`src/rtl/weighted_rr_arbiter.sv`:
```
// Weighted round-robin / fixed-priority arbiter with a registered one-hot grant.
// Each winner holds the grant for its beat quota; handover happens without an idle cycle.
module weighted_rr_arbiter #(
  parameter int PORTS    = 4,
  parameter int WEIGHT_W = 4,
  parameter int IDX_W    = $clog2(PORTS)
) (
  input  logic                      i_clk,
  input  logic                      i_rstn,
  input  logic [PORTS-1:0]          i_req_vec,
  input  logic [PORTS*WEIGHT_W-1:0] i_weight,
  input  logic                      i_mode,
  input  logic                      i_beat,
  output logic [PORTS-1:0]          o_grant_vec,
  output logic [IDX_W-1:0]          o_grant_idx,
  output logic                      o_grant_valid
);

  typedef enum logic {
    ST_IDLE  = 1'b0,
    ST_GRANT = 1'b1
  } state_t;

  state_t              r_state;
  logic [IDX_W-1:0]    r_ptr;
  logic [WEIGHT_W-1:0] r_credit;

  logic                w_release;
  logic                w_arb;
  logic [IDX_W-1:0]    w_start;
  logic                w_found;
  logic [IDX_W-1:0]    w_win;
  logic [WEIGHT_W-1:0] w_win_weight;
  logic [WEIGHT_W-1:0] w_new_credit;

  function automatic logic [IDX_W-1:0] f_wrap(input logic [IDX_W-1:0] base,
                                              input int unsigned off);
    int unsigned sum;
    sum = 32'(base) + off;
    if (sum >= 32'(PORTS)) sum = sum - 32'(PORTS);
    return IDX_W'(sum);
  endfunction

  always_comb begin
    w_release = (r_state == ST_GRANT) &&
                (!i_req_vec[o_grant_idx] || (i_beat && (r_credit == WEIGHT_W'(1))));
    w_arb     = (r_state == ST_IDLE) || w_release;
    // The pointer update on release is forwarded into this cycle's search start.
    w_start   = w_release ? f_wrap(o_grant_idx, 1) : r_ptr;
  end

  always_comb begin
    w_found = 1'b0;
    w_win   = '0;
    for (int unsigned i = 0; i < PORTS; i++) begin
      if (i_mode) begin
        if (!w_found && i_req_vec[i]) begin
          w_found = 1'b1;
          w_win   = IDX_W'(i);
        end
      end else begin
        if (!w_found && i_req_vec[f_wrap(w_start, i)]) begin
          w_found = 1'b1;
          w_win   = f_wrap(w_start, i);
        end
      end
    end
  end

  always_comb begin
    w_win_weight = '0;
    for (int unsigned i = 0; i < PORTS; i++) begin
      if (IDX_W'(i) == w_win) w_win_weight = i_weight[i*WEIGHT_W +: WEIGHT_W];
    end
    w_new_credit = (w_win_weight == '0) ? WEIGHT_W'(1) : w_win_weight;
  end

  always_ff @(posedge i_clk) begin
    if (!i_rstn) begin
      r_state       <= ST_IDLE;
      r_ptr         <= '0;
      r_credit      <= '0;
      o_grant_vec   <= '0;
      o_grant_idx   <= '0;
      o_grant_valid <= 1'b0;
    end else begin
      if (w_release) r_ptr <= w_start;
      if (w_arb) begin
        if (w_found) begin
          r_state       <= ST_GRANT;
          r_credit      <= w_new_credit;
          o_grant_vec   <= {{(PORTS-1){1'b0}}, 1'b1} << w_win;
          o_grant_idx   <= w_win;
          o_grant_valid <= 1'b1;
        end else begin
          r_state       <= ST_IDLE;
          r_credit      <= '0;
          o_grant_vec   <= '0;
          o_grant_idx   <= '0;
          o_grant_valid <= 1'b0;
        end
      end else if (r_state == ST_GRANT && i_beat) begin
        r_credit <= r_credit - WEIGHT_W'(1);
      end
    end
  end

endmodule
```
`config.mk`:
```
export PLATFORM = sky130hd
export DESIGN_NAME = weighted_rr_arbiter
export DESIGN_NICKNAME = d
export VERILOG_FILES = /design/src/rtl/weighted_rr_arbiter.sv
export SDC_FILE = /design/constraint.sdc
export NUM_CORES = 1
export LEC_CHECK = 0
export CORE_ASPECT_RATIO = 0.6
export CORE_MARGIN = 1
export CORE_UTILIZATION = 57
export DETAILED_ROUTE_END_ITERATION = 8
export DONT_BUFFER_PORTS = 1
export PLACE_DENSITY = 0.7
export SKIP_LAST_GASP = 1
export SYNTH_ARGS = -nofsm -noshare
export SYNTH_HDL_FRONTEND = slang
export SYNTH_SLANG_ARGS = --single-unit
```
`constraint.sdc`:
```
create_clock -name i_clk -period 10 [get_ports i_clk]
set_clock_uncertainty 0.2 [all_clocks]
set_input_delay 2 -clock i_clk [delete_from_list [all_inputs] [get_ports i_clk]]
set_output_delay 2 -clock i_clk [all_outputs]
set_load 0.05 [all_outputs]
```
==> flow_metrics.tcl, run 1 <==
set metrics [dict create \
    root_buffer "clkbuf_8" \
    internal-power_uw 223 \
    synthAdderAreaFrac_pct 1.65 \
    syn-cell-area_um2 1520 \
    reg2reg_depth 10 \
    tightestPinTransition_ns 0.813 \
    final_cell_mix "30 x nand2_1, 16 x a21oi_1, 15 x o21ai_0" \
    place_area_um2 1490 \
    p_total_uw 473 \
    holdCritPathClass "reg -> reg" \
    synth_top_family_by_area "compound AO/OA/AOI/OAI gates" \
    ctsHoldBuffers 0 \
    synth_edf_count 0 \
    hold_depth 2 \
    synth_ff_type "dfxtp_1" \
    period_share_pct 52.4 \
    drive_above_1_share_pct 7.14 \
    dp_cells 224 \
    tns_ns 0 \
    ys_seq_area_share_pct 17.1 \
    synth-xor-area-share_pct 2.88 \
    dieHeight_um 42.0 \
    min_period_ns 5.24 \
    std_cell_rows 14 \
    clkTransAtPathRegs_ns 0.06 \
    comb_power_share_pct 63.8 \
    ir_worst_vdd_mv 0.198 \
    finalHoldViolations 0 \
    avgSynthCellArea_um2 7.45 \
    switchingPower_uw 251 \
    start_util_pct 60.3 \
    cp_top_family "compound AO/OA/AOI/OAI gates" \
    clock-sinks 13 \
    netlist_instances 204 \
    drt_iter0_drc 180 \
    htreeDepth 1 \
    grt_pass1_wl_um 6890 \
    ant_nets 0 \
    worstPathArrival_ns 5.21 \
    route.vias.total 1627 \
    synth_cell_type_count 67 \
    timing.rr.start "o_grant_idx[0]" \
    synthToLayoutAreaGrowth_pct 0.823 \
    rr_endpoint "r_credit[0]" \
    layout_commonest_cell "nand2_1" \
    cap_violations 0 \
    required_ns 9.97 \
    grt-ovfl-total 0 \
    nets 223 \
    setup.worst_path.start_class "primary input" \
    synth_compound_area_share_pct 40.7 \
    vias_per_cell 7.14 \
    post-cts-setup-buffer-count 0 \
    antennaDiodeCount 0 \
    slew_headroom_pct 45.7 \
    crit_slowest_cell "a221oi_2" \
    grt_max_degree 14 \
    critPathBufInv 0 \
    core_area_um2 2520 \
    finalMaxSlewViolations 0 \
    grt.total_usage_pct 32.2 \
    pwr-share-seq_pct 26.2 \
    ff2ff_setup_slack_ns 5.51 \
    endpoint_kind "flop" \
    crit_path_max_fanout 9 \
    cpPeakStageDelay_ns 0.67 \
    yosys.area_share.simple_pct 24.4 \
    cts_resized 0 \
    syn_nets 230 \
    setup_violations 0 \
    synth_seq_cells 13 \
    yosys_warnings 0 \
    die-area_um2 2880 \
    finalInstanceArea_um2 1530 \
    stdcell_count 228 \
    worst_hold_startpoint "r_credit[1]" \
    critical_path_class "in -> reg" \
    die_w_um 68.7 \
    ios 31 \
    async_reset_ff_share_pct 0 \
    cts_tree "yes" \
    rsz0062_at_grt "no" \
    dr.pass1.iters 5 \
    globalplace.congestion 0.947 \
    power_leakage_uw 0.000580 \
    synthMuxAreaShare_pct 6.83 \
    hpwl_um 3400 \
    crit_chain "nor4bb_1 -> nand2_1 -> a21boi_0 -> nor2_1 -> a2111o_1 -> o311ai_1 -> a21oi_1 -> a221oi_2 -> o221ai_1 -> o22a_1 -> o31ai_2" \
    drt_wl_total_um 4340 \
    remaining_drc_errors 0 \
    antenna_found_initial 0 \
    min_to "r_credit[1]" \
    cts_made_buffers 3 \
    p_clk_share_pct 10.1 \
    power.density_nw_per_um2 309 \
    portBuffers 0 \
    status "complete, no violations" \
    fmax_mhz 191 \
    clock_path_buffers 2 \
    clk_latency_ns 0.25 \
    wl_per_cell_um 19.0 \
    swShare_pct 53.0 \
    grt_pass1_vias 1409 \
]
-- power groups by stage --
stage          clock network, µW  logic (µW)  registers [µW]
2_1_floorplan                  0         250             113
3_3_place_gp                   0         285             122
3_5_place_dp                   0         292             124
4_1_cts                     48.3         294             123
5_1_grt                     50.6         330             126
6_report                    47.7         302             124
-- state kept, by name, summed over array words and instances, names as in the netlist --
signal       flops
o_grant_idx      2
o_grant_vec      4
r_credit         4
r_ptr            2
r_state          1
-- per-layer routing --
layer,vias to the layer above,share of wire [%],track usage (%)
met5,-,0,0
met4,0,1.2,7.92
met3,8,11,7.61
met2,102,40,42.2
met1,743,47,51.4
li1,774,-,-
-- final cells by class --
type                       count  area (µm²)
fill                         244         990
inverter                       7        26.3
clock buffer                   4        45.0
sequential                    13         260
multi-input combinational    172        1160
tap                           32        40.0
-- per-stage QoR --
stage	worst slack, ns	util, %	hold slack [ns]
5_1_grt	4.44	60.8	0.447
6_report	4.76	60.8	0.424
3_5_place_dp	4.60	59.0	0.404
2_1_floorplan	5.04	-	0.343
3_3_place_gp	4.82	59.0	0.368
4_1_cts	4.84	60.8	0.415
-- cells in the mapped netlist (all sizes together), types with 4 or more instances --
master	count	area (µm²)
o21ai	16	80.1
inv	6	22.5
and2	5	32.5
nand2	30	113
nand3	6	30.0
clkbuf	6	23.8
dfxtp	13	260
o31ai	4	35.0
a21oi	17	88.8
nor2	13	48.8
a221o	5	51.3
buf	5	40.0
mux2i	4	40.0
a21boi	4	30.0
a221oi	4	41.3
-- worst reg2reg max path: stages, from the launching register on --
cell and delay (ns):
dfxtp_1 0.85, mux2i_1 0.30, a2bb2o_4 0.31, o21ai_1 0.50
nand2_1 0.28, o311ai_1 0.38, a21oi_1 0.15, a221oi_2 0.67
o221ai_1 0.33, o22a_1 0.29, o31ai_2 0.16
-- worst max-delay path by stage --
stage,end,cells past startpoint,from
4_1_cts,r_credit[0],11,i_beat
5_1_grt,r_credit[0],11,i_beat
3_5_place_dp,r_credit[0],11,i_beat
3_3_place_gp,r_credit[2],11,i_req_vec[3]
6_report,r_credit[0],11,i_beat
2_1_floorplan,r_credit[0],12,i_req_vec[2]
-- kinds of logic after synthesis --
kind of cell	count (synthesis)
AO/OA/AOI/OAI	83
XOR/XNOR	5
adder cells (fa/ha/maj)	2
buffers and inverters	19
flip-flops	13
multiplexers	7
AND/OR/NAND/NOR	75
(Power assumes the default switching activity.)
==> inputs of run 2 (changes only) <==
Clock period 10 ns to 5.1 ns, I/O delays scaled along.
==> run 2 against run 1 <==
Hold slack worse by 0.013 ns; total power up 95%; critical path depth unchanged; first-iteration DRC count up 29%; die area unchanged; final area up 0.49%; sequential share of layout area down 0.083 points.
==> flow_metrics.tcl, run 2 (synthesis gave the netlist of run 1 again) <==
set metrics [dict create \
    nets 224 \
    finalInstanceArea_um2 1540 \
    remaining_drc_errors 0 \
    fmax_mhz 226 \
    crit_slowest_cell "dfxtp_1" \
    grt_max_degree 14 \
    crit_path_max_fanout 11 \
    cpPeakStageDelay_ns 0.82 \
    critical_path_class "reg -> reg" \
    endpoint_kind "flop" \
    route.vias.total 1654 \
    drive_above_1_share_pct 7.61 \
    critPathBufInv 0 \
    required_ns 5.06 \
    tns_ns 0 \
    drt_wl_total_um 4270 \
    final_cell_mix "30 x nand2_1, 16 x a21oi_1, 15 x o21ai_0" \
    core_area_um2 2520 \
    finalHoldViolations 0 \
    setup_violations 0 \
    die-area_um2 2880 \
    dieHeight_um 42.0 \
    ant_nets 0 \
    cts_made_buffers 3 \
    ios 31 \
    cp_top_family "compound AO/OA/AOI/OAI gates" \
    clock-sinks 13 \
    clkTransAtPathRegs_ns 0.06 \
    finalMaxSlewViolations 0 \
    layout_commonest_cell "nand2_1" \
    grt-ovfl-total 0 \
    power_leakage_uw 0.000585 \
    grt_pass1_vias 1456 \
    antenna_found_initial 0 \
    portBuffers 0 \
    globalplace.congestion 0.991 \
    post-cts-setup-buffer-count 0 \
    clk_latency_ns 0.25 \
    cts_resized 0 \
    tightestPinTransition_ns 0.779 \
    wl_per_cell_um 18.6 \
    cts_tree "yes" \
    rsz0062_at_grt "no" \
    antennaDiodeCount 0 \
    worstPathArrival_ns 4.39 \
    setup.worst_path.start_class "flop" \
    place_area_um2 1500 \
    start_util_pct 60.3 \
    cap_violations 0 \
    ctsHoldBuffers 0 \
    htreeDepth 1 \
    hpwl_um 3350 \
    status "complete, no violations" \
    ir_worst_vdd_mv 0.358 \
    vias_per_cell 7.22 \
    root_buffer "clkbuf_8" \
    period_share_pct 86.8 \
    slew_headroom_pct 48.0 \
    clock_path_buffers 2 \
    dr.pass1.iters 5 \
    std_cell_rows 14 \
    top_regs "o_grant_vec x4, r_credit x4" \
    synthToLayoutAreaGrowth_pct 1.32 \
    holdCritPathClass "reg -> reg" \
    power.density_nw_per_um2 598 \
    min_period_ns 4.43 \
    drt_iter0_drc 232 \
    grt.total_usage_pct 31.6 \
    die_w_um 68.7 \
    grt_pass1_wl_um 6790 \
    crit_chain "nand2b_1 -> a2bb2oi_1 -> a21boi_0 -> o21ai_0 -> nand4_1 -> nand2_1 -> a21oi_1 -> a221oi_2 -> o221ai_1 -> o22a_1 -> o31ai_2" \
]
## run 2: cell count changes in the layout (fill, tap and decap cells not counted), sizes merged
cell  previous run  this run
buf              0         1
## run 2: stage by stage
stage	setup WS [ns]	utilization [%]	hold slack (ns)	cells	total power [µW]
6_report	0.671	61.1	0.411	229	921
5_1_grt	0.407	61.1	0.435	229	990
4_1_cts	0.815	61.1	0.400	229	908
3_5_place_dp	0.683	59.3	0.390	225	814
3_3_place_gp	0.864	59.3	0.367	225	804
2_1_floorplan	1.12	-	0.343	204	712
## run 2: tightest hold or removal path: cells and delay by family (launching register included)
kind | cells | cell delay, ns
compound gates | 1 | 0.06
flops | 1 | 0.37
xor+xnor | 1 | 0.08
simple gates | 1 | 0.06
## run 2: final cells by class
type	instances	area, µm²
Clock buffer	4	45.0
Fill cell	231	982
Inverter	7	26.3
Multi-Input combinational cell	172	1160
Sequential cell	13	260
Tap cell	32	40.0
Timing Repair Buffer	1	7.51
## run 2: layer usage
metal / GRT usage, % / wire length, µm / up-vias
met2: 42.9 / 1780 / 97
met4: 5.42 / 42 / 0
met1: 49.0 / 2000 / 772
met3: 8.97 / 450 / 7
met5: 0 / 0 / -
li1: - / - / 778
## run 2: report_power, final
group          internal [µW]  switching, µW
clock                   55.2           36.6
combinational            245            355
sequential               138           90.6
total                    438            482
## run 2: final timing paths
check | from | to | slack (ns) | cells after the start
worst max-delay path | o_grant_idx[1] | r_credit[0] | 0.67 | 11
worst max register to register | o_grant_idx[1] | r_credit[0] | 0.67 | 11
worst min register to register | r_credit[3] | r_credit[3] | 0.41 | 3
worst min-delay path | r_credit[3] | r_credit[3] | 0.41 | 3
==> inputs of run 3 (changes only) <==
Clock period 5.1 ns to 5.09 ns, I/O delays scaled along.
==> results of run 3 <==
The final DEF is identical to that of run 2. Status: complete, no violations.
Among the figures that moved: setup slack after placement 0.683 ns -> 0.675 ns; setup slack after layout 0.671 ns -> 0.661 ns; register-to-register setup slack 0.67 ns -> 0.66 ns; total power 921 µW -> 923 µW; worst IR drop on VDD 0.358 mV -> 0.359 mV
